## config.mk

```make
export PLATFORM = sky130hd
export DESIGN_NAME = iter_shifter
export DESIGN_NICKNAME = d
export VERILOG_FILES = /design/src/rtl/iter_shifter.sv
export SDC_FILE = /design/constraint.sdc
export NUM_CORES = 1
export LEC_CHECK = 0
export CORE_MARGIN = 2
export CORE_UTILIZATION = 55
export CTS_CLUSTER_SIZE = 12
export DETAILED_ROUTE_END_ITERATION = 7
export DONT_BUFFER_PORTS = 1
export HOLD_SLACK_MARGIN = 0.05
export PLACE_DENSITY = 0.84
export SLEW_MARGIN = 20
export SYNTH_ARGS = -nofsm -noshare
export SYNTH_HDL_FRONTEND = slang
export SYNTH_SLANG_ARGS = --single-unit
export TNS_END_PERCENT = 10
```

## constraint.sdc

```tcl
create_clock -name clk -period 1.5 [get_ports clk]
set_input_delay 0.15 -clock clk [delete_from_list [all_inputs] [get_ports clk]]
set_output_delay 0.15 -clock clk [all_outputs]
set_load 0.03 [all_outputs]
```

## src/rtl/iter_shifter.sv

```systemverilog
// Multi-cycle shifter: SLL/SRL/SRA/ROL by a runtime amount, up to STEP positions per clock.
// Driven through a start/busy/done handshake; out holds the last result until the next accepted start.
module iter_shifter #(
    parameter int WIDTH   = 16,
    parameter int SHAMT_W = 4,
    parameter int STEP    = 1
) (
    input  logic               clk,
    input  logic               reset,
    input  logic               start,
    input  logic [1:0]         mode,
    input  logic [WIDTH-1:0]   in,
    input  logic [SHAMT_W-1:0] shamt,
    output logic               busy,
    output logic               done,
    output logic [WIDTH-1:0]   out
);

    // One extra bit so STEP itself (which may equal 2^SHAMT_W) is representable.
    localparam int CNT_W = SHAMT_W + 1;
    localparam logic [CNT_W-1:0] STEP_C = CNT_W'(STEP);

    localparam logic [1:0] MODE_SLL = 2'b00;
    localparam logic [1:0] MODE_SRL = 2'b01;
    localparam logic [1:0] MODE_SRA = 2'b10;

    typedef enum logic [1:0] {
        S_IDLE  = 2'b00,
        S_SHIFT = 2'b01,
        S_DONE  = 2'b10
    } state_t;

    state_t             state_q, state_d;
    logic [1:0]         mode_q, mode_d;
    logic [WIDTH-1:0]   acc_q, acc_d;
    logic [CNT_W-1:0]   rem_q, rem_d;
    logic               busy_q, busy_d;
    logic               done_q, done_d;

    logic [CNT_W-1:0]        step_k;
    logic [CNT_W-1:0]        rem_after;
    logic [WIDTH-1:0]        acc_shift;
    logic [STEP:0][WIDTH-1:0] cand;
    logic signed [WIDTH-1:0] acc_s;

    assign acc_s = acc_q;

    // cand[j] is the accumulator shifted by exactly j positions in the latched mode.
    genvar gi;
    generate
        for (gi = 0; gi <= STEP; gi++) begin : g_cand
            if (gi == 0) begin : g_zero
                assign cand[gi] = acc_q;
            end else begin : g_shift
                logic [WIDTH-1:0] sra_v;
                logic [WIDTH-1:0] rol_v;
                // Kept in its own signed assignment so the shift stays arithmetic.
                assign sra_v = acc_s >>> gi;
                assign rol_v = (acc_q << gi) | (acc_q >> (WIDTH - gi));
                assign cand[gi] = (mode_q == MODE_SLL) ? (acc_q << gi) :
                                  (mode_q == MODE_SRL) ? (acc_q >> gi) :
                                  (mode_q == MODE_SRA) ? sra_v : rol_v;
            end
        end
    endgenerate

    always_comb begin
        step_k    = (rem_q < STEP_C) ? rem_q : STEP_C;
        rem_after = rem_q - step_k;
        acc_shift = acc_q;
        for (int j = 1; j <= STEP; j++) begin
            if (step_k == CNT_W'(j)) begin
                acc_shift = cand[j];
            end
        end
    end

    always_comb begin
        state_d = state_q;
        mode_d  = mode_q;
        acc_d   = acc_q;
        rem_d   = rem_q;
        busy_d  = 1'b0;
        done_d  = 1'b0;
        case (state_q)
            S_SHIFT: begin
                acc_d = acc_shift;
                rem_d = rem_after;
                if (rem_after == '0) begin
                    state_d = S_DONE;
                    done_d  = 1'b1;
                end else begin
                    busy_d  = 1'b1;
                end
            end
            default: begin
                if (start) begin
                    mode_d = mode;
                    acc_d  = in;
                    if (shamt == '0) begin
                        rem_d   = '0;
                        state_d = S_DONE;
                        done_d  = 1'b1;
                    end else begin
                        rem_d   = {1'b0, shamt};
                        state_d = S_SHIFT;
                        busy_d  = 1'b1;
                    end
                end else begin
                    state_d = S_IDLE;
                end
            end
        endcase
    end

    always_ff @(posedge clk) begin
        if (reset) begin
            state_q <= S_IDLE;
            mode_q  <= '0;
            acc_q   <= '0;
            rem_q   <= '0;
            busy_q  <= 1'b0;
            done_q  <= 1'b0;
        end else begin
            state_q <= state_d;
            mode_q  <= mode_d;
            acc_q   <= acc_d;
            rem_q   <= rem_d;
            busy_q  <= busy_d;
            done_q  <= done_d;
        end
    end

    assign busy = busy_q;
    assign done = done_q;
    assign out  = acc_q;

endmodule

```

==> metrics.cfg <==
[worst_setup_path]
cp.buffers_inverters=1
critPathMaxFanout=15
slowest_stage=dfxtp_4
crit_required_ns=1.76
crit_type=reg2reg
arrival_ns=1.79
crit_start=rem_q[2]
worstPathCellList=nor4_4, buf_4, a2bb2oi_2, nor2_4, a22o_1
cpLargestDelayFamily=simple AND/OR/NAND/NOR gates
critPathMaxStageDelay_ns=0.39
r2r-start=rem_q[2]
start_kind=flop
end_kind=flop

[clocking]
cts_root_buf=clkbuf_4
clock_sinks=27
cts_tree=yes
numCtsBuffers=3
clkTransAtPathRegs_ns=0.14
clock_latency_ns=0.31
htree_levels=1
cts_max_path_buffers=2

[sta]
timing.setup.tns_ns=-0.115
timing.final.crit_share_pct=101
setup_viol=13
relSlewSlack_pct=66.9
hold_ws_ns=0.0630
finalHoldViolCount=0
worst_slack_ns=-0.0214
tightestPinTransition_ns=0.495
rsz0062_at_grt=yes
fin_skew_ns=0.00662
finalMaxSlewViolations=0
fin_crit_ns=1.52
max_clock_freq_mhz=657

[grt]
grt_antenna_before_repair=0
grt_usage_pct=27.3
gr-total-overflow=0
grt_start_max_net_pins=18
grt_pass1_vias=1579
grt_pass1_wl_um=6930

[place]
hpwl_um=2790
dpl_cell_area_um2=1690
io_buffers=0
place.gp.congestion=0.820

[finish]
final_area_um2=1850
syn_to_final_growth_pct=22.5
drive_gt1_share_pct=25.7
nets=233
n_antenna_cell=0

[yosys]
yosysWarnings=0
yosysMostFrequentCell=nor3_1
syn-num-nets=205
synth_seq_cells=27
ys_top_cells_by_count=nor3_1 (30), dfxtp_1 (27), nor2_1 (19)
async_reset_ff_share_pct=0
netlist_area_um2=1510
ys_types=39
yosys.area.top_type_share_pct=35.8
synth_top_cells_by_area=dfxtp_1 (36%), nor3_1 (9.9%), a22o_1 (8.7%)
synth-edff-count=0
ys.flop_type=dfxtp_1
synth_top_area_cell=dfxtp_1
synth_cells=179
synth.avg_cell_area_um2=8.44
seq_area_frac_synth_pct=35.8

[power]
p_leak_uw=0.000703
internal-power_uw=1340
combPwrFrac_pct=42.7
power_density_nw_per_um2=1180
p_sw_uw=847
power.share.clock_pct=14.0
finalPower_uw=2190
peakVddDrop_v=0.000762
swShare_pct=38.6
p_seq_share_pct=43.4

[floorplan]
coreArea_um2=2690
start_util_pct=56.2
pin_count=43
die_w_um=56.4
die_y_um=56.4
dieArea_um2=3180
rows=19

[routing]
route.vias.total=1546
wl_per_cell_um=17.3
remaining_drc_errors=0
viasPerCell=6.52
ant_nets=0
dr.pass1.iters=4
drt_iter0_markers=53
drt-total-wl_um=4100

[worst_hold_path]
hold_path_startpoint=reset
hp-class=in2reg

[outcome]
violations=setup timing
status=finished with violations

[run]
maxCapViolCount=0

[state kept, by name (all words and copies together) (netlist names)]
| signal | count |
|---|---|
| done | 1 |
| state_q | 2 |
| rem_q | 5 |
| out | 16 |
| busy | 1 |
| mode_q | 2 |
[routing by layer]
metal | track usage (%) | wire length [um] | vias up
met4 | 13.6 | 100 | 0
met3 | 4.61 | 220 | 10
li1 | - | - | 725
met1 | 29.4 | 1570 | 744
met5 | 0 | 0 | -
met2 | 50.6 | 2210 | 67
[power groups by stage]
stage	Clock [uW]	Sequential [uW]	Combinational (uW)
floorplan	0	1080	467
global placement	0	943	809
detailed placement	0	952	838
CTS	319	948	902
global route	341	966	1010
finish	306	950	935
[layout make-up]
| class | count | area (um2) |
|---|---|---|
| flip-flops and latches | 27 | 552 |
| multi-input cells | 134 | 915 |
| repair buffers | 39 | 310 |
| inverters | 2 | 7.51 |
| clock buffers | 4 | 26.3 |
| fillers | 221 | 837 |
| well taps | 31 | 38.8 |
[stage by stage]
stage	util, %	worst slack (ns)	std cells
detailed placement	63.1	-0.0906	224
finish	68.8	-0.0214	237
floorplan	-	0.0178	179
global placement	63.1	0.0141	224
global route	68.8	-0.126	237
CTS	68.2	0.0314	235
[kinds of logic (layout without fill, tap and decap cells)]
group           Yosys count  after routing  share of synthesized area (%)
mux                       3              3                           1.99
buf+inv                  18             45                           5.96
simple gates             89             89                           32.2
compound gates           39             39                           21.0
fa+ha+maj                 1              1                          0.828
flops                    27             27                           35.8
xor+xnor                  2              2                           2.15
[what timing repair did]
item / 4_1_cts / 5_1_grt
hold buffers: 6 / 1
setup buffers: 1 / 1
hold endpoints to repair: 12 / 2
pin swaps: 2 / 12
resized for setup: 10 / 0
endpoints found under the setup margin: 20 / 21
[placed cells by master (no fill, tap or decap), types with 2 or more instances in the layout]
master         synthesis  routed
buf_4                  1      32
nor3_1                30      30
dfxtp_1               27      22
nor2_1                19      19
nor4_1                16      16
a22o_1                15      15
a21oi_1                9       9
dlygate4sd3_1          0       7
a211oi_1               4       4
nand2b_1               4       4
nand2_1                4       4
o21ai_0                4       4
nand3_1                3       3
mux2i_1                3       3
clkbuf_4               0       3
dfxtp_2                0       3
inv_1                  2       2
and2_1                 2       2
dfxtp_4                0       2
[worst paths after layout]
kind	end	slack, ns	cells after the start
worst max-delay path	out[8]	-0.02	5
worst min-delay path	out[4]	0.06	2
worst max register to register	out[8]	-0.02	5
worst min register to register	mode_q[1]	0.54	2
Note: power is estimated with default switching activity, not from simulation.
